--- config.mk ---
export PLATFORM = sky130hd
export DESIGN_NAME = sram_port_arbiter
export DESIGN_NICKNAME = d
export VERILOG_FILES = /design/src/rtl/sram_port_arbiter.sv
export SDC_FILE = /design/constraint.sdc
export NUM_CORES = 1
export LEC_CHECK = 0
export BUFFER_PORTS_ARGS = -buffer_cell sky130_fd_sc_hd__clkbuf_2
export CORE_UTILIZATION = 55
export DETAILED_ROUTE_END_ITERATION = 8
export PLACE_DENSITY = 0.78
export SLEW_MARGIN = 40
export SYNTH_ARGS = -nofsm -noshare
export SYNTH_HDL_FRONTEND = slang
export SYNTH_SLANG_ARGS = --single-unit
--- constraint.sdc ---
create_clock -name Clk_in -period 3.3 [get_ports Clk_in]
set_input_delay 0.66 -clock Clk_in [delete_from_list [all_inputs] [get_ports Clk_in]]
set_output_delay 0.66 -clock Clk_in [all_outputs]
set_load 0.1 [all_outputs]
--- src/rtl/sram_port_arbiter.sv ---
// Arbitrates the single-port pixel SRAM between a buffered write stream and a
// request/grant read port with fixed-latency data return.
module sram_port_arbiter #(
  parameter int WBUF_DEPTH = 4,
  parameter int SRAM_LAT   = 1,
  parameter int AW         = 20,
  parameter int DW         = 24
) (
  input  logic          Clk_in,
  input  logic          Reset_n,
  input  logic          SRAM_EN_w,
  input  logic          SRAM_WE_w,
  input  logic [AW-1:0] SRAM_Addr_w,
  input  logic [DW-1:0] SRAM_Din,
  input  logic          write_finish,
  input  logic          rd_req,
  input  logic [AW-1:0] rd_addr,
  output logic          rd_gnt,
  output logic          rd_valid,
  output logic [DW-1:0] rd_data,
  output logic          SRAM_EN,
  output logic          SRAM_WE,
  output logic [AW-1:0] SRAM_Addr,
  output logic [DW-1:0] SRAM_D,
  input  logic [DW-1:0] SRAM_Q,
  output logic          wbuf_overflow,
  output logic          all_written
);

  localparam int PW = (WBUF_DEPTH > 1) ? $clog2(WBUF_DEPTH) : 1;
  localparam int CW = $clog2(WBUF_DEPTH + 1);
  localparam logic [CW-1:0] DEPTH_C  = CW'(WBUF_DEPTH);
  localparam logic [CW-1:0] FORCE_C  = CW'(WBUF_DEPTH - 1);
  localparam logic [PW-1:0] PTR_LAST = PW'(WBUF_DEPTH - 1);

  logic [AW-1:0]       addr_mem [WBUF_DEPTH];
  logic [DW-1:0]       data_mem [WBUF_DEPTH];
  logic [PW-1:0]       wptr;
  logic [PW-1:0]       rptr;
  logic [CW-1:0]       count;
  logic                last_gnt;
  logic [SRAM_LAT-1:0] vld_p;

  logic push;
  logic push_ok;
  logic gnt_w;
  logic gnt_r;
  logic rd_cmd;

  // Pointers wrap explicitly so non-power-of-2 depths work.
  function automatic logic [PW-1:0] ptr_inc(input logic [PW-1:0] p);
    return (p == PTR_LAST) ? '0 : p + 1'b1;
  endfunction

  assign push    = SRAM_EN_w & SRAM_WE_w;
  assign push_ok = push & ((count < DEPTH_C) | gnt_w);
  assign rd_gnt  = gnt_r;
  assign rd_cmd  = SRAM_EN & ~SRAM_WE;

  // A nearly full buffer always wins; otherwise contention alternates.
  always_comb begin
    gnt_w = 1'b0;
    gnt_r = 1'b0;
    if (Reset_n) begin
      if (count >= FORCE_C) begin
        gnt_w = 1'b1;
      end else if ((count != '0) && rd_req) begin
        gnt_w = last_gnt;
        gnt_r = ~last_gnt;
      end else if (count != '0) begin
        gnt_w = 1'b1;
      end else if (rd_req) begin
        gnt_r = 1'b1;
      end
    end
  end

  always_ff @(posedge Clk_in) begin
    if (push_ok) begin
      addr_mem[wptr] <= SRAM_Addr_w;
      data_mem[wptr] <= SRAM_Din;
    end
  end

  // p0: arbitration result becomes the registered SRAM command
  always_ff @(posedge Clk_in) begin
    if (!Reset_n) begin
      wptr          <= '0;
      rptr          <= '0;
      count         <= '0;
      last_gnt      <= 1'b1;
      SRAM_EN       <= 1'b0;
      SRAM_WE       <= 1'b0;
      wbuf_overflow <= 1'b0;
      all_written   <= 1'b0;
    end else begin
      if (push_ok) wptr <= ptr_inc(wptr);
      if (gnt_w)   rptr <= ptr_inc(rptr);
      count <= count + CW'(push_ok) - CW'(gnt_w);
      if (gnt_w)      last_gnt <= 1'b0;
      else if (gnt_r) last_gnt <= 1'b1;
      if (push && !push_ok) wbuf_overflow <= 1'b1;
      if (write_finish && (count == '0) && !push && !(SRAM_EN && SRAM_WE))
        all_written <= 1'b1;
      SRAM_EN <= gnt_w | gnt_r;
      SRAM_WE <= gnt_w;
    end
  end

  always_ff @(posedge Clk_in) begin
    if (!Reset_n) begin
      SRAM_Addr <= '0;
      SRAM_D    <= '0;
    end else if (gnt_w) begin
      SRAM_Addr <= addr_mem[rptr];
      SRAM_D    <= data_mem[rptr];
    end else if (gnt_r) begin
      SRAM_Addr <= rd_addr;
    end
  end

  // p1..pN: read tag follows the command until SRAM_Q is valid
  always_ff @(posedge Clk_in) begin
    if (!Reset_n) begin
      vld_p    <= '0;
      rd_valid <= 1'b0;
    end else begin
      vld_p[0] <= rd_cmd;
      for (int i = 1; i < SRAM_LAT; i++) vld_p[i] <= vld_p[i-1];
      rd_valid <= vld_p[SRAM_LAT-1];
    end
  end

  always_ff @(posedge Clk_in) begin
    if (!Reset_n)                    rd_data <= '0;
    else if (vld_p[SRAM_LAT-1])      rd_data <= SRAM_Q;
  end

endmodule

# Yosys cells after proc, flatten, opt, wreduce, memory -nomap -nowiden
# Memories as Yosys holds them, arrays and structs flattened. A register that Yosys moved wholly into a read port is not among the register bits.
# Index checks and enable logic that the tools add are counted.
op_classes:
  reduce_logical: 13
  addsub: 4
  bitwise: 7
  magnitude_cmp: 2
  muxes: 19
  eq_ne: 2
op_table:
  columns: ["cell", "n"]
  rows:
  - ["two-way mux 20 bit", 2]
  - ["two-way mux 1 bit", 13]
  - ["two-way mux 2 bit", 4]
  - ["logical AND 1 bit", 6]
  - ["adder 2 x 1 -> 2 bit, second input constant", 2]
  - ["== test 2 bit, second input constant", 2]
  - ["logical NOT 1 bit", 4]
  - ["adder 3 x 1 -> 3 bit", 1]
  - ["AND 1 bit", 3]
  - [">= comparator 3 x 2 -> 1 bit, second input constant", 1]
  - ["logical NOT 3 bit", 1]
  - ["< comparator 3 bit, second input constant", 1]
  - ["nonzero test 3 bit", 1]
  - ["subtractor 3 x 1 -> 3 bit", 1]
  - ["inverter 1 bit", 2]
  - ["bitwise OR 1 bit", 2]
  - ["nonzero test 2 bit", 1]
totals:
  register_bits: 58
  word_cells: 61
  memories: 2
  ram_bits: 176
memory_table:
  columns: ["memory", "words", "width", "rd", "rd_clocked_by_memory_dff", "write_ports", "line", "rtl"]
  rows:
  - ["data_mem", 4, 24, 1, 1, 1, "37", "logic [DW-1:0] data_mem [WBUF_DEPTH];"]
  - ["addr_mem", 4, 20, 1, 1, 1, "36", "logic [AW-1:0] addr_mem [WBUF_DEPTH];"]

# Logic depth before layout (Yosys ltp)
# Gate-level depths: netlist of the first run.
logic_depth:
  depth_word: 9
  mapped_depth: 13
  depth_no_buf: 12

# Worst setup path before layout of the first run
# Ideal clock, no wire load.
synth_timing:
  kind: "input -> register"
  start: "input Reset_n"
  end: "memory addr_mem[3][0], enable pin"
  arrival_time_ns: 2.260
  setup_slack_ns: 0.634
  path_stages: 4
  n_path_buf: 1
  setup_ns: 0.406
  path_cell_list: "inv_1 > clkbuf_1 > a21oi_1 > and2_1"
synth_between:
  elab_chain_cells: 5
synth_lines:
  columns: ["item", "line", "rtl"]
  rows:
  - ["start: declaration", "10", "input logic Reset_n,"]
  - ["two-way mux 1 bit", "64", "if (Reset_n) begin"]
  - ["bitwise OR 1 bit", "56", "assign push_ok = push & ((count < DEPTH_C) | gnt_w);"]
  - ["AND 1 bit", "56", null]
  - ["two-way mux 1 bit", "79", "if (push_ok) begin"]
  - ["two-way mux 1 bit (not written as such)", "80", "addr_mem[wptr] <= SRAM_Addr_w;"]
  - ["end: declaration", "36", null]
# Every way passes these cells.

# Worst setup path after layout of the first run
layout_timing:
  start: "register count[1]"
  end: "output rd_gnt"
layout_between:
  elab_chain_cells: 5
  elab_cells_between_ends: 7
  cone_classes: "order compare (1); mux (4); reduce/logical (2)"
layout_lines:
  columns: ["item", "line", "rtl"]
  rows:
  - ["start: declaration", "40", "logic [CW-1:0] count;"]
  - ["start signal: assignment", "99", "count <= count + CW'(push_ok) - CW'(gnt_w);"]
  - ["nonzero test 3 bit", "67, 70", null]
  - ["two-way mux 1 bit / logical AND 1 bit (equally long branches)", "70, 67", null]
  - ["two-way mux 1 bit", "67", "end else if ((count != '0) && rd_req) begin"]
  - ["two-way mux 1 bit (*)", "65", "if (count >= FORCE_C) begin"]
  - ["two-way mux 1 bit (*)", "64", null]
  - ["end: declaration", "18", "output logic rd_gnt,"]
# Every way passes the cells marked *; elsewhere a longest branch is shown, timed or not.

==> results.ini, run 1 <==
[setup_path]
cp-end-kind=output port
regToRegEndpoint=count[2]
slowest_delay_ps=570
crit_arrival_ps=2140
cp.required_ps=2640
reg2reg_from=count[2]
path_buf_inv=1
worstPathCellList=or3_4, a2111oi_4, buf_12
r2r_slack_ps=850
startpoint_type=flop
cp_top_family=compound AO/OA/AOI/OAI gates
worstRegToRegCells=12
path_depth=3
crit_type=reg -> out
slowest_stage=a2111oi_4
critical_path.max_fanout=5

[sta]
fin_setup_tns_ps=0
max_slew_margin_pct=50.94
fin_crit_sh_pct=85.00
fin_worst_skew_ps=16.20
fmax_mhz=356.5
layout_min_cycle_time_ps=2805
setup_ws_ps=495.1
hold_viol=0
slew_violations=0
worstMarginPinSlew_ps=734.9
setup_violations=0
rsz0062_at_grt=false

[yosys]
synth_edf_count=176
synth-async-reset-ratio_pct=0
synth_fp_nets=674
synthTopCellsByCount=176 x edfxtp_1, 84 x dfxtp_1, 81 x nand2_1, 44 x mux4_2, 33 x a21oi_1
synth_cells=571
syn_area_um2=9448
synth_top_area_share_pct=55.94
synth_seq_area_share_pct=73.74
avgSynthCellArea_um2=16.55
synth_area_leaders=edfxtp_1 56%, dfxtp_1 18%, mux4_2 10%
yosysMostFrequentCell=edfxtp_1
synth_largest_area_cell=edfxtp_1
yosysWarnings=0
ys_types=30
synthFlopType=edfxtp_1
ys_ff_latch=260

[floorplan]
core_um2=16700
die_w_um=133.1
boundaryPins=168
die_area_um2=17710
initial_core_util_pct=56.57
row_count=47
die_h_um=133.1

[place]
globalplace.congestion=0.7312
detailedPlace.worstSlack_ps=574.9
numPortBuffers=167
place_hpwl_um=11200

[worst_hold_path]
hp-class=in -> reg
hold_end=SRAM_Addr[8]
whs_path_depth=3
holdCritStartpoint=rd_addr[8]

[power]
leakage_nw=4.243
power_density_nw_per_um2=914.8
p_int_mw=6.385
peakVddDrop_mv=0.6187
combPwrFrac_pct=33.4
p_sw_share_pct=38.89
p_seq_share_pct=40.3
p_sw_mw=4.064
power_frac_clock_pct=26.3

[drt]
drt_iter0_drc=293
avgRoutedWirePerCell_um=18.62
drc=0
vias=5471
drtAntennaViolNets=0
drt-total-wl_um=18400
vias_per_cell=5.537
dr.pass1.iters=5

[clock_tree]
h-tree-depth=1
clkSlewWorstSetupHoldPaths_ps=60
clockBufferDepth=3
cts_tree=yes
holdBufCountCts=0
cts_buffers=26
postCtsSetupBuffers=0
cts.sink_count=260
cts_resized=0
root_buffer=clkbuf_16
clock_latency_ps=520

[flow_run]
maxCapViolCount=0

[outcome]
status=finished, final reports clean

[global_route]
grt_usage_pct=21.34
first_global_vias=5637
grt_max_degree=56
antenna_found_initial=0
grt_pass1_wl_um=28950
overflow=0

[finish]
n_antenna_cell=0
layout-drive-gt1-share_pct=34.90
syn2layout_area_growth_pct=20.89
fin_nets=851

[worst min-delay path, stage by stage]
cell,delay (ps)
clkbuf_2,70
nand2_1,40
nand2_1,40
[per-layer routing]
metal  global-route usage [%]  routed length [um]  up-vias
li1                         -                   -     2509
met1                    25.59                7306     2718
met2                    38.51                9417      206
met3                    4.061                1131       38
met4                    7.280                 539        0
met5                        0                   0        -
[placed cells by master (no fill, tap or decap), types with 2 or more instances in the layout]
cell       instances
a21oi_1           33
a22oi_1           13
and2_1             3
and2_2             4
buf_12             5
buf_4              9
clkbuf_1          12
clkbuf_16         27
clkbuf_2         166
clkbuf_8           2
clkinv_1           4
dfxtp_1           82
edfxtp_1         176
ha_1               8
inv_1              8
inv_2              2
mux2i_1           30
mux4_2            44
nand2_1           81
nand3_1            3
nor2_1            31
nor3_1             2
o21ai_0            6
[registers in the layout (all words and copies together) (netlist names), named ones only]
| register | cells |
|---|---|
| last_gnt | 1 |
| SRAM_EN | 1 |
| vld_p | 1 |
| rptr | 2 |
| wbuf_overflow | 1 |
| wptr | 2 |
| SRAM_WE | 1 |
| rd_data | 24 |
| count | 3 |
| all_written | 1 |
| addr_mem | 80 |
| SRAM_D | 24 |
| rd_valid | 1 |
| SRAM_Addr | 20 |
| data_mem | 96 |
[how the worst max path moves through the flow]
stage                     startpoint        endpoint  slack (ps)
after global placement       Reset_n        count[2]         690
after detailed placement     Reset_n        count[2]         570
final                       count[1]          rd_gnt         500
after CTS                   count[1]          rd_gnt         460
after floorplan              Reset_n  addr_mem[3][0]         630
after global routing        count[1]          rd_gnt         410
[metrics by stage]
step / instance area (um2) / utilization [%] / hold WS (ps) / total power, mW / cells
6_report: 11420 / 68.38 / 318.4 / 10.45 / 988
5_1_grt: 11420 / 68.38 / 321.8 / 10.85 / 988
4_1_cts: 11420 / 68.38 / 303.7 / 10.54 / 988
3_5_place_dp: 10610 / 63.55 / 437.1 / 7.796 / 940
3_3_place_gp: 10610 / 63.53 / 430.2 / 7.699 / 940
2_1_floorplan: 9448 / - / 469.2 / 7.067 / 571
[power groups by stage]
| stage | registers (mW) | clock network, mW | logic (mW) |
|---|---|---|---|
| after floorplan | 5.77 | 0 | 1.30 |
| after global placement | 4.26 | 0 | 3.44 |
| after detailed placement | 4.28 | 0 | 3.51 |
| after CTS | 4.22 | 2.80 | 3.52 |
| after global routing | 4.27 | 2.93 | 3.65 |
| final | 4.21 | 2.75 | 3.49 |
[layout make-up]
| type | instances | area (um2) |
|---|---|---|
| Clock inverter | 6 | 51.30 |
| Fill cell | 1123 | 5280 |
| Timing Repair Buffer | 180 | 998.5 |
| Inverter | 10 | 37.54 |
| Multi-Input combinational cell | 270 | 2331 |
| Sequential cell | 260 | 6972 |
| Clock buffer | 42 | 755.7 |
| Tap cell | 220 | 275.3 |
[logic make-up (layout without fill, tap and decap cells)]
| logic type | after synthesis | in the layout | share of synthesized area (%) |
|---|---|---|---|
| flops | 260 | 260 | 73.74 |
| simple gates | 127 | 127 | 5.416 |
| mux | 74 | 74 | 13.67 |
| compound gates | 59 | 59 | 4.013 |
| buf+inv | 41 | 238 | 1.801 |
| fa+ha+maj | 9 | 9 | 1.271 |
| xor+xnor | 1 | 1 | 0.09272 |
(Power assumes the default switching activity.)
==> inputs of run 2 (changes only) <==
--- a/config.mk
+++ b/config.mk
@@ -6,9 +6,9 @@
 export NUM_CORES = 1
 export LEC_CHECK = 0
 export BUFFER_PORTS_ARGS = -buffer_cell sky130_fd_sc_hd__clkbuf_2
-export CORE_UTILIZATION = 55
+export CORE_UTILIZATION = 50
 export DETAILED_ROUTE_END_ITERATION = 8
-export PLACE_DENSITY = 0.78
+export PLACE_DENSITY = 0.74
 export SLEW_MARGIN = 40
 export SYNTH_ARGS = -nofsm -noshare
 export SYNTH_HDL_FRONTEND = slang
==> constraint.sdc (replaced) <==
create_clock -name Clk_in -period 2.3 [get_ports Clk_in]
set_input_delay 0.46 -clock Clk_in [delete_from_list [all_inputs] [get_ports Clk_in]]
set_output_delay 0.46 -clock Clk_in [all_outputs]
set_load 0.1 [all_outputs]
==> run 2 against run 1 <==
Compared with the run above:
- the run now ends with setup timing left
- first-iteration DRC count rose by 4.4%
- cell count rose by 1.8%
- sequential cell count did not move
- die area rose by 9.8%
==> results.ini, run 2 (synthesis gave the netlist of run 1 again) <==
[outcome]
status=finished with violations
failed_checks=setup timing

[setup_path]
startpoint_type=flop
crit_end=rd_gnt
slowest_stage=or3_4
reg2reg_from=count[2]
cp.required_ps=1840  ; -800 ps
critical_path.max_fanout=4  ; -1
worstPathCellList=or3_4, a2111oi_4, buf_12, buf_12
crit_arrival_ps=1980  ; -160 ps
setup.worst_path.start=count[0]
worstRegToRegCells=12  ; unchanged
slowest_delay_ps=400  ; -170 ps
cp-end-kind=output port
crit_type=reg -> out
r2r_slack_ps=-50  ; -900 ps
regToRegEndpoint=count[1]
crit_path_frequent_cell=buf_12

[clock_tree]
holdBufCountCts=0  ; unchanged
cts_tree=yes
clock_latency_ps=510  ; about the same
cts_buffers=25  ; -3.8%
root_buffer=clkbuf_16
h-tree-depth=1  ; unchanged
cts.sink_count=260  ; unchanged
clockBufferDepth=3  ; unchanged
clkSlewWorstSetupHoldPaths_ps=60  ; about the same

[drt]
drtAntennaViolNets=0  ; unchanged
dr.pass1.iters=4  ; -1
vias=5471  ; unchanged
drc=0  ; unchanged
vias_per_cell=5.438  ; -1.8%
drt-total-wl_um=19030  ; +3.4%
drt_iter0_drc=306  ; +4.4%
avgRoutedWirePerCell_um=18.91  ; +1.6%

[sta]
setup_violations=3  ; +3
layout_min_cycle_time_ps=2437
slew_violations=0  ; unchanged
setup_ws_ps=-137.1  ; -632.2 ps
fin_setup_tns_ps=-212.5  ; -212.5 ps
fin_worst_skew_ps=17.49  ; +1.282 ps
hold_viol=0  ; unchanged
max_slew_margin_pct=57.48  ; +6.5 points
worstMarginPinSlew_ps=637.7  ; -97.17 ps
rsz0062_at_grt=true
fin_crit_sh_pct=106.0
fmax_mhz=410.3

[floorplan]
boundaryPins=168  ; unchanged
die_area_um2=19450  ; +9.8%
row_count=49  ; +4.3%
core_um2=18270  ; +9.4%
initial_core_util_pct=51.71  ; -4.9 points
die_w_um=139.5  ; +4.8%
die_h_um=139.5  ; +4.8%

[finish]
largest_reg_flops=96  ; unchanged
layout_common_cells=176 x edfxtp_1, 166 x clkbuf_2, 81 x dfxtp_1, 81 x nand2_1, 44 x mux4_2
syn2layout_area_growth_pct=22.49
layout-drive-gt1-share_pct=37.58  ; +2.7 points
fin_cells=1006  ; +1.8%
n_antenna_cell=0  ; unchanged
reg_top3=data_mem: 96 flops, addr_mem: 80 flops
fin_nets=862  ; +1.3%
final_common_cell=edfxtp_1
largest-register=data_mem

[place]
numPortBuffers=167  ; unchanged
placed_cells=956  ; +1.7%
globalplace.congestion=0.7182  ; -1.8%
place_hpwl_um=11660  ; +4.1%

[global_route]
grt_pass1_wl_um=30190  ; +4.3%
antenna_found_initial=0  ; unchanged
grt_max_degree=56  ; unchanged
grt_usage_pct=20.12  ; -1.2 points
overflow=0  ; unchanged
first_global_vias=5881  ; +4.3%

[power]
power_density_nw_per_um2=1306  ; +43%
power_mw=15.12  ; +45%
peakVddDrop_mv=0.7789  ; +26%
leakage_nw=4.312  ; +1.6%

[worst_hold_path]
hp-class=in -> reg

[flow_run]
maxCapViolCount=0  ; unchanged

==> run 2: changes by cell type in the layout (fill, tap and decap cells not counted), sizes merged <==
cell    before  now
buf         14   26
clkbuf     208  203
inv         11   12
clkinv       4    5
==> run 2: repair_timing <==
| item | CTS | global route |
|---|---|---|
| pin swaps | 3 | 0 |
| buffers inserted | 5 | 1 |
| cloned | 0 | 0 |
| endpoints found under the setup margin | 2 | 4 |
| gates resized for setup | 4 | 5 |
==> run 2: worst max-delay path, delay by kind of cell, from the launching register on <==
| kind | cells | cell delay (ps) |
|---|---|---|
| AO/OA/AOI/OAI | 1 | 380 |
| buffers and inverters | 2 | 320 |
| flip-flops | 1 | 350 |
| AND/OR/NAND/NOR | 1 | 400 |
==> run 2: worst min path at each step <==
stage / start / to / depth (start not counted)
floorplan: wptr[1] / wptr[1] / 2
global placement: vld_p / rd_valid / 1
detailed placement: SRAM_D[3] / SRAM_D[3] / 2
CTS: rd_addr[0] / SRAM_Addr[0] / 3
global route: rd_addr[4] / SRAM_Addr[4] / 3
finish: rd_addr[12] / SRAM_Addr[12] / 3
==> run 2: power by group <==
group,switching [mW],leakage (nW),internal [mW]
sequential,0.314,2.29,5.50
combinational,3.98,1.64,1.48
clock,1.59,0.390,2.26
total,5.88,4.31,9.24
==> run 2: final cells by class <==
cell class                 count  area (um2)
timing repair buffer         192        1130
sequential                   260        6970
inverter                      10       37.54
clock buffer                  37       718.2
tap                          229       286.5
clock inverter                 8       61.31
fill                        1331        6698
multi-input combinational    270        2369
==> run 2: through the flow <==
stage	setup slack [ps]	hold slack, ps	util [%]	area (um2)
final	-137.1	138.6	63.34	11570
after global routing	-191.5	125.3	63.34	11570
after CTS	-148.8	117.4	63.25	11560
after detailed placement	-25.53	449.3	58.72	10730
after global placement	75.04	443.9	58.72	10730
after floorplan	-60.15	469.2	-	9489
==> run 2: per-layer routing <==
metal / track usage, % / up-vias / wire, um / share of wire, %
met2: 36.15 / 208 / 9722 / 51
li1: - / 2520 / - / -
met5: 0 / - / 0 / 0
met4: 6.959 / 0 / 442 / 2.3
met3: 3.854 / 33 / 1218 / 6.4
met1: 24.23 / 2710 / 7645 / 40
